--- config.mk ---
export PLATFORM = sky130hd
export DESIGN_NAME = vec_alu_multilane
export DESIGN_NICKNAME = d
export VERILOG_FILES = /design/src/rtl/vec_alu_multilane.sv
export SDC_FILE = /design/constraint.sdc
export NUM_CORES = 2
export LEC_CHECK = 0
export CAP_MARGIN = 25
export CELL_PAD_IN_SITES_DETAIL_PLACEMENT = 0
export CELL_PAD_IN_SITES_GLOBAL_PLACEMENT = 1
export CORE_MARGIN = 4
export CORE_UTILIZATION = 42
export CTS_CLUSTER_DIAMETER = 120
export DETAILED_ROUTE_END_ITERATION = 8
export GPL_TIMING_DRIVEN = 0
export PLACE_DENSITY_LB_ADDON = 0.1
export SLEW_MARGIN = 20
export SYNTH_ARGS = -nofsm -noshare
export SYNTH_HDL_FRONTEND = slang
export SYNTH_SLANG_ARGS = --single-unit
--- constraint.sdc ---
create_clock -name clk -period 10.5 [get_ports clk]
set_clock_uncertainty 0.2 [all_clocks]
set_input_delay 2.625 -clock clk [delete_from_list [all_inputs] [get_ports clk]]
set_output_delay 2.625 -clock clk [all_outputs]
set_load 0.01 [all_outputs]
--- src/rtl/vec_alu_multilane.sv ---
// vec_alu_multilane
//   Multi-lane vector integer ALU with vl tail handling and v0 masking. It
//   walks the operand registers one DW-bit chunk per cycle, where
//   DW = 2^NB_LANES * 2^LANE_WIDTH. Elements no wider than a chunk are
//   computed whole. Elements wider than a chunk take several cycles, with a
//   registered carry/borrow chained between their chunks.
//
// Ports
//   clk, resetn     : rising-edge clock, synchronous active-low reset
//   run             : start request, only looked at while idle
//   opcode, vsew    : funct6 operation and element width (SEW = 8 << vsew)
//   vl, vm, mask    : active element count, unmasked flag, v0 mask bits
//   vs1, vs2        : source registers (vsub computes vs2 - vs1)
//   vd_old          : prior destination, kept in tail and masked-off elements
//   vd              : result register, holds until the next start
//   reg_index       : bit offset of the chunk being written while busy
//   busy, done      : busy while chunks are processed, done pulses once
//   illegal         : alongside done, flags an unsupported opcode/vsew
module vec_alu_multilane #(
  parameter int VLEN       = 128,
  parameter int LANE_WIDTH = 4,
  parameter int NB_LANES   = 1
) (
  input  logic            clk,
  input  logic            resetn,
  input  logic            run,
  input  logic [5:0]      opcode,
  input  logic [2:0]      vsew,
  input  logic [10:0]     vl,
  input  logic            vm,
  input  logic [VLEN-1:0] mask,
  input  logic [VLEN-1:0] vs1,
  input  logic [VLEN-1:0] vs2,
  input  logic [VLEN-1:0] vd_old,
  output logic [VLEN-1:0] vd,
  output logic [9:0]      reg_index,
  output logic            busy,
  output logic            done,
  output logic            illegal
);

  localparam int DW  = (1 << NB_LANES) * (1 << LANE_WIDTH);
  localparam int NCH = VLEN / DW;
  localparam int KW  = $clog2(NCH) + 1;
  localparam int IW  = $clog2(VLEN);

  localparam logic [5:0] OP_ADD  = 6'b000000;
  localparam logic [5:0] OP_SUB  = 6'b000010;
  localparam logic [5:0] OP_AND  = 6'b001001;
  localparam logic [5:0] OP_OR   = 6'b001010;
  localparam logic [5:0] OP_XOR  = 6'b001011;
  localparam logic [5:0] OP_MINU = 6'b000100;
  localparam logic [5:0] OP_MAXU = 6'b000110;

  typedef enum logic [1:0] {IDLE, RUN, DONE} state_t;

  state_t          state_q, state_d;
  logic [5:0]      op_q;
  logic [1:0]      sew_q;
  logic [10:0]     vl_q;
  logic            vm_q;
  logic [VLEN-1:0] mask_q, vs1_q, vs2_q;
  logic [KW-1:0]   k_q, last_k_q;
  logic            carry_q, illegal_q;

  logic            op_known, op_minmax, start_illegal, start_skip;
  logic [10:0]     vlmax, vl_eff;
  logic [31:0]     n_bits;
  logic [KW-1:0]   start_last_k;

  logic [IW-1:0]   chunk_off;
  logic [DW-1:0]   a_chunk, b_chunk, old_chunk, res, wen, merged;
  logic            carry_next;
  logic [3:0][DW-1:0] res_s, wen_s;
  logic [3:0]      cnext_s;

  // One element operation, evaluated on zero-extended operands and truncated
  // by the caller, so add/sub wrap modulo 2^SEW and min/max stay unsigned.
  function automatic logic [63:0] elem_op(input logic [5:0] op, input logic [63:0] a,
                                          input logic [63:0] b);
    case (op)
      OP_ADD:  elem_op = b + a;
      OP_SUB:  elem_op = b - a;
      OP_AND:  elem_op = b & a;
      OP_OR:   elem_op = b | a;
      OP_XOR:  elem_op = b ^ a;
      OP_MINU: elem_op = (a < b) ? a : b;
      OP_MAXU: elem_op = (a > b) ? a : b;
      default: elem_op = '0;
    endcase
  endfunction

  // Decode of a start request: is the opcode/width supported, is there
  // anything to do, and how many chunks does the clamped vl cover. Min/max
  // has no carry chain, so it cannot work on elements that span chunks.
  always_comb begin
    op_known      = (opcode == OP_ADD) || (opcode == OP_SUB) || (opcode == OP_AND) ||
                    (opcode == OP_OR) || (opcode == OP_XOR) || (opcode == OP_MINU) ||
                    (opcode == OP_MAXU);
    op_minmax     = (opcode == OP_MINU) || (opcode == OP_MAXU);
    start_illegal = vsew[2] || !op_known ||
                    (op_minmax && ((32'd8 << vsew[1:0]) > 32'(DW)));
    start_skip    = start_illegal || (vl == 11'd0);
    vlmax         = 11'(32'(VLEN) >> (32'd3 + 32'(vsew[1:0])));
    vl_eff        = (vl > vlmax) ? vlmax : vl;
    n_bits        = 32'(vl_eff) << (32'd3 + 32'(vsew[1:0]));
    start_last_k  = KW'((n_bits + 32'(DW - 1)) / 32'(DW) - 32'd1);
  end

  assign chunk_off = IW'(int'(k_q) * DW);
  assign a_chunk   = vs1_q[chunk_off +: DW];
  assign b_chunk   = vs2_q[chunk_off +: DW];
  assign old_chunk = vd[chunk_off +: DW];

  // One datapath per element width. Narrow widths split the chunk into
  // whole elements with their own mask/tail enables. Wide widths treat the
  // chunk as one slice of a single element, which sets the carry chain and
  // clears it after the element's last slice.
  for (genvar s = 0; s < 4; s++) begin : g_sew
    localparam int SEW = 8 << s;
    if (SEW <= DW) begin : g_packed
      localparam int EPC = DW / SEW;
      for (genvar j = 0; j < EPC; j++) begin : g_elem
        logic [10:0] idx;
        logic        en;
        assign idx = 11'(int'(k_q) * EPC + j);
        assign en  = (idx < vl_q) && (vm_q || mask_q[idx[IW-1:0]]);
        assign res_s[s][j*SEW +: SEW] = SEW'(elem_op(op_q, 64'(a_chunk[j*SEW +: SEW]),
                                                     64'(b_chunk[j*SEW +: SEW])));
        assign wen_s[s][j*SEW +: SEW] = {SEW{en}};
      end
      assign cnext_s[s] = 1'b0;
    end else begin : g_split
      localparam int CPE = SEW / DW;
      logic [10:0] idx;
      logic        en, last;
      logic [DW:0] sum, diff;
      assign idx  = 11'(int'(k_q) / CPE);
      assign last = (int'(k_q) % CPE) == (CPE - 1);
      assign en   = (idx < vl_q) && (vm_q || mask_q[idx[IW-1:0]]);
      assign sum  = {1'b0, b_chunk} + {1'b0, a_chunk} + {{DW{1'b0}}, carry_q};
      assign diff = {1'b0, b_chunk} - {1'b0, a_chunk} - {{DW{1'b0}}, carry_q};
      assign res_s[s] = (op_q == OP_ADD) ? sum[DW-1:0] :
                        (op_q == OP_SUB) ? diff[DW-1:0] :
                        DW'(elem_op(op_q, 64'(a_chunk), 64'(b_chunk)));
      assign wen_s[s] = {DW{en}};
      assign cnext_s[s] = last ? 1'b0 :
                          (op_q == OP_ADD) ? sum[DW] :
                          (op_q == OP_SUB) ? diff[DW] : 1'b0;
    end
  end

  assign res        = res_s[sew_q];
  assign wen        = wen_s[sew_q];
  assign carry_next = cnext_s[sew_q];
  assign merged     = (old_chunk & ~wen) | (res & wen);

  assign busy      = (state_q == RUN);
  assign done      = (state_q == DONE);
  assign illegal   = illegal_q;
  assign reg_index = (state_q == RUN) ? 10'(chunk_off) : 10'd0;

  // State register for the IDLE/RUN/DONE controller.
  always_ff @(posedge clk) begin
    if (!resetn) begin
      state_q <= IDLE;
    end else begin
      state_q <= state_d;
    end
  end

  // Next-state logic. A start either goes straight to DONE, when there is
  // nothing legal to compute, or walks chunks until the last one. A run
  // request outside IDLE has no effect.
  always_comb begin
    state_d = state_q;
    case (state_q)
      IDLE:    if (run) state_d = start_skip ? DONE : RUN;
      RUN:     if (k_q == last_k_q) state_d = DONE;
      DONE:    state_d = IDLE;
      default: state_d = IDLE;
    endcase
  end

  // Operand capture on start, then one chunk merge into vd per RUN cycle.
  // vd is seeded from vd_old so untouched elements stay undisturbed.
  // illegal is only raised on the direct-to-DONE path and drops on leaving DONE.
  always_ff @(posedge clk) begin
    if (!resetn) begin
      vd        <= '0;
      op_q      <= '0;
      sew_q     <= '0;
      vl_q      <= '0;
      vm_q      <= 1'b0;
      mask_q    <= '0;
      vs1_q     <= '0;
      vs2_q     <= '0;
      k_q       <= '0;
      last_k_q  <= '0;
      carry_q   <= 1'b0;
      illegal_q <= 1'b0;
    end else begin
      case (state_q)
        IDLE: begin
          if (run) begin
            op_q      <= opcode;
            sew_q     <= vsew[1:0];
            vl_q      <= vl_eff;
            vm_q      <= vm;
            mask_q    <= mask;
            vs1_q     <= vs1;
            vs2_q     <= vs2;
            vd        <= vd_old;
            k_q       <= '0;
            last_k_q  <= start_last_k;
            carry_q   <= 1'b0;
            illegal_q <= start_illegal;
          end
        end
        RUN: begin
          vd[chunk_off +: DW] <= merged;
          carry_q <= carry_next;
          if (k_q != last_k_q) k_q <= k_q + KW'(1);
        end
        DONE: begin
          illegal_q <= 1'b0;
        end
        default: begin
          illegal_q <= 1'b0;
        end
      endcase
    end
  end

endmodule

---- Word-level counts from Yosys, hierarchy flattened ----
Cells that the tools add are included.
Widths: inputs -> output; s select.
word-level totals
  bits in registers ....................... 542
  bits of input ports ..................... 536
cells by class
  $lt $le $gt $ge ......................... 33
  reduce and logical (&&, ||, !) cells .... 38
  muxes and demuxes ....................... 65
  shift operators ......................... 8
  $add $sub $neg .......................... 27
  bitwise operators ....................... 26
  equal/unequal tests ..................... 19
operators with widths
  operator                  number
  $shiftx 128x8->32         3
  $pmux 128 s2              1
  $pmux 16 s7               2
  $pmux 32 s7               1
  $pmux 8 s7                4
  $mux 32                   6
  $pmux 32 s5               1
  $bmux 32 s2               2
  $bwmux 128                1
  $mux 128                  1
  $shift 32x9->128 const A  1
  $shiftx 32x9->128         1
  $and 32x32->32            3
  $mux 16                   4
  $mux 8                    8
  $or 32x32->32             2
  $eq 6x4->1 const B        6
  $add 32x32->33            1
  $add 33x1->33             1
  $lt 6x11->1               3
  $sub 32x32->33            1
  $sub 33x1->33             1
  $add 16x16->16            2
  $add 32x32->32            1
  other kinds (70)          159

---- Depth between registers and ports, before layout ----
  depth after elaboration ................. 14
  depth in mapped cells ................... 24

---- Worst setup path after synthesis ----
Ideal clock, no wire load.
  kind .................................... input to register
  start ................................... in vsew[0]
  end ..................................... reg last_k_q[2]
  required time ........................... 10.168 ns
  stages .................................. 19
  slack ................................... 4.208 ns
  arrival ................................. 5.959 ns
  path buffers ............................ 1
  path through ............................ inv_1 -> clkbuf_1 -> ha_1 -> inv_1 -> ha_1 -> o21a_1 -> o21a_1 -> o21ai_0 -> a211oi_1 -> a311oi_1 -> o21ai_0 -> nand2b_1 -> a221o_1 -> nand3b_1 -> nand2_1 -> ha_1 -> xor2_1 -> xnor2_1 -> a21oi_1
on the way
  cells in the longest elaborated chain, start to end .. 7
RTL lines
  item                    line      RTL
  start: declaration      28        input logic [2:0] vsew,
  $add 2x2->3 *           104, 106
  $shr 8x32->11           104       vlmax = 11'(32'(VLEN) >> (32'd3 + 32'(vsew[1:0])));
  $gt 11x11->1            105       vl_eff = (vl > vlmax) ? vlmax : vl;
  $mux 11                 105
  $shl 11x3->8 *          106       n_bits = 32'(vl_eff) << (32'd3 + 32'(vsew[1:0]));
  $add 8x5->8 *           107       start_last_k = KW'((n_bits + 32'(DW - 1)) / 32'(DW) - 32'd1);
  $sub 3x1->3 *           107
  end signal: assignment  215       last_k_q <= start_last_k;
  end: declaration        63        logic [KW-1:0] k_q, last_k_q;
Every way passes the cells marked *; elsewhere a longest branch is shown, timed or not.
A chain may end at the register's enable or synchronous reset.

---- Final worst setup path ----
  start ................................... reg k_q[0]
  end ..................................... reg vd[72]
on the way
  cells in the longest elaborated chain, start to end .. 13
  elaborated cells between the ends (all ways) .. 132
RTL lines
  item                                                     line  RTL
  start: declaration                                       63
  start signal: assignment                                 223   if (k_q != last_k_q) k_q <= k_q + KW'(1);
  branches (longest 11 deep; another with $sub 32x32->33)  --
  $bwmux 128 *                                             221   vd[chunk_off +: DW] <= merged;
  $pmux 128 s2 *                                           203   case (state_q)
  end signal: assignment                                   213   vd <= vd_old;
  end signal: indexed assignment                           221
  end: declaration                                         35    output logic [VLEN-1:0] vd,
Every way passes the cells marked *. The select of a mux whose other input is x is not followed.

==> flow_summary.json <==
{
  "synth_area_sq_um": 34100,
  "area_delta_synth_final_pct": 26.8,
  "cts_setup_buffers": 0,
  "netlist_instances": 4478,
  "path_max_fanout": 10,
  "critPathRequiredTime_ns": 10.85,
  "synth_common_cells": "844 x nand2_1, 636 x a21oi_1, 446 x dfxtp_1",
  "hp-class": "reg2reg",
  "drv_cap": 0,
  "numPortBuffers": 572,
  "clk_pin_slew_ns": 0.06,
  "io_pins": 677,
  "finalSetupViolCount": 0,
  "synth.distinct_cells": 101,
  "antenna_found_initial": 11,
  "multi_input_area_sq_um": 23300,
  "utilization_pct": 53.7,
  "synth_top_area_cell": "dfxtp_1",
  "critPathCaptureType": "flip-flop",
  "initial_utilization_pct": 42.4,
  "rsz0062_at_grt": "false",
  "cts_resized": 0,
  "fin_crit_sh_pct": 86.6,
  "cts_hold_buf": 0,
  "path_class": "reg2reg",
  "clock_path_buffers": 3,
  "via_per_inst": 6.72,
  "gr-total-overflow": 0,
  "grt_pass1_wl_microns": 288000,
  "ff_latch_area_sq_um": 8930,
  "max_slew_margin_pct": 14.2,
  "outcome": "finished, final reports clean",
  "arrival_ns": 9.45,
  "syn_avg_cell_area_sq_um": 7.63,
  "yosys_most_used_dff": "dfxtp_1",
  "synth.area.top_cells": "dfxtp_1 26%, a21oi_1 9.3%, nand2_1 9.3%",
  "drc": 0,
  "synth-edff-count": 0,
  "synth_top_area_share_pct": 26.1,
  "final.fill_count": 8126,
  "rows": 104,
  "die_h_microns": 293,
  "whs_ns": 0.253,
  "fin_nets": 5863,
  "ys_async_sr_fraction_pct": 0,
  "maxSlewViolCount": 0,
  "p_leak_uw": 0.0160,
  "synth_most_common_cell": "nand2_1",
  "die_width_microns": 293,
  "vias": 41951,
  "clock_latency_ns": 0.65,
  "layout-drive-gt1-share_pct": 7.12,
  "fin_ws_ns": 1.40,
  "h-tree-depth": 2,
  "ys_seq_area_share_pct": 26.1,
  "place_ws_ns": 1.60,
  "hold_violations": 0,
  "cts_buffers": 50,
  "synth-seq-cells": 446,
  "globalplace.congestion": 1.13,
  "tritoncts": "yes",
  "fmax_mhz": 110,
  "dp_cells": 6131,
  "stdcell_count": 6240,
  "cts.sinks": 446,
  "tightest_slew_ns": 1.29,
  "yosysWarnings": 0,
  "grt_max_degree": 17,
  "dr.pass1.iters": 6,
  "fin_tns_setup_ns": 0,
  "vdd_drop_max_mv": 0.121,
  "grt_usage_pct": 46.4,
  "hpwlAfterDp_microns": 167000,
  "power.density_nw_per_um2": 142,
  "grt_pass1_vias": 39114,
  "core_area_sq_um": 80500,
  "die_area_sq_um": 85900,
  "worst_setup_path_start_kind": "flip-flop",
  "first_iter_violations": 7110,
  "cts_root_buf": "clkbuf_16",
  "min_period_ns": 9.10,
  "wl_per_cell_microns": 33.8,
  "wl_microns": 211000,
  "ant_nets": 0
}
-- worst paths after layout --
path,from,end,slack (ns),cells after the start
hold / removal,vs1_q[79]$_SDFFE_PN0P_,vs1_q[79]$_SDFFE_PN0P_,0.25,2
setup reg to reg,k_q[0]$_SDFFE_PN0P_,vd[72]$_SDFFE_PN0P_,1.40,20
hold reg to reg,vs1_q[79]$_SDFFE_PN0P_,vs1_q[79]$_SDFFE_PN0P_,0.25,2
setup / recovery,k_q[0]$_SDFFE_PN0P_,vd[72]$_SDFFE_PN0P_,1.40,20
-- registers in the layout, indices dropped and copies added (netlist names), 2 cells and up --
signal and flops:
k_q 3, last_k_q 3, mask_q 32, op_q 6
sew_q 2, state_q 2, vd 128, vl_q 11
vs1_q 128, vs2_q 128
-- cells in the final DEF, fill, tap and decap left out, types with 33 or more instances in the layout --
master,n
dfxtp_1,446
nor3_1,59
nand4_1,44
nand2_1,844
a21oi_1,633
mux4_2,109
ha_1,181
o31ai_1,33
clkdlybuf4s50_1,572
a211oi_1,62
a21o_1,63
o211ai_1,57
nand3_1,51
o21ai_0,265
nor2_1,253
clkbuf_16,50
a31oi_1,40
o221ai_1,42
inv_1,159
xnor2_1,104
clkbuf_1,263
a221oi_1,60
buf_2,33
mux2i_1,56
-- area by class of cell --
cell class	count	area share [%]
multi-input combinational	3526	53.7
sequential	446	20.6
timing repair buffer	597	13.8
buffer	345	3.36
clock buffer	70	3.30
tap	1060	3.06
inverter	168	1.46
clock inverter	19	0.569
antenna	9	0.0520
-- worst max-delay path: stages, from the launching register on --
cell      delay (ns)
dfxtp_1         0.61
buf_4           0.31
buf_4           0.30
buf_4           0.38
buf_4           0.37
buf_4           0.40
buf_2           0.60
nand2_1         0.16
o21ai_2         0.36
ha_1            0.44
nor4_1          0.90
a21boi_0        0.51
o31ai_1         0.24
a211o_1         0.32
o22ai_1         0.38
buf_2           0.54
nand2_1         0.12
a21boi_0        0.96
o22ai_1         0.44
o21ai_0         0.26
o211a_1         0.18
-- report_power, final --
group          internal (uW)  switching, uW  leakage, uW
Sequential              1810           86.0      0.00367
Combinational            820           1600       0.0115
Clock                   1030            786     0.000827
Total                   3660           2470       0.0160
-- layer usage --
metal | GRT usage [%] | vias to the layer above | part of all wire (%)
li1 | - | 17601 | -
met1 | 57.9 | 19946 | 36
met2 | 69.3 | 3499 | 42
met3 | 13.7 | 897 | 13
met4 | 31.4 | 8 | 8.6
met5 | 0 | - | 0.025
-- cells by family after synthesis --
| group | Yosys count | synth area share, % |
|---|---|---|
| other | 1 | 0.0110 |
| xor gates and xnor gates | 124 | 3.18 |
| buffers and inverters | 513 | 6.09 |
| muxes | 181 | 9.36 |
| and+or+nand+nor | 1426 | 17.8 |
| AOI/OAI and AO/OA | 1594 | 30.0 |
| adders and majority gates | 193 | 7.34 |
| DFF | 446 | 26.1 |
-- through the flow --
step / total power [uW] / area (sq um)
floorplan: 3130 / 34200
global placement: 4170 / 41200
detailed placement: 4190 / 41400
CTS: 5970 / 43100
global route: 6230 / 43300
finish: 6130 / 43300
No activity file was read; power rests on OpenSTA's default activity.
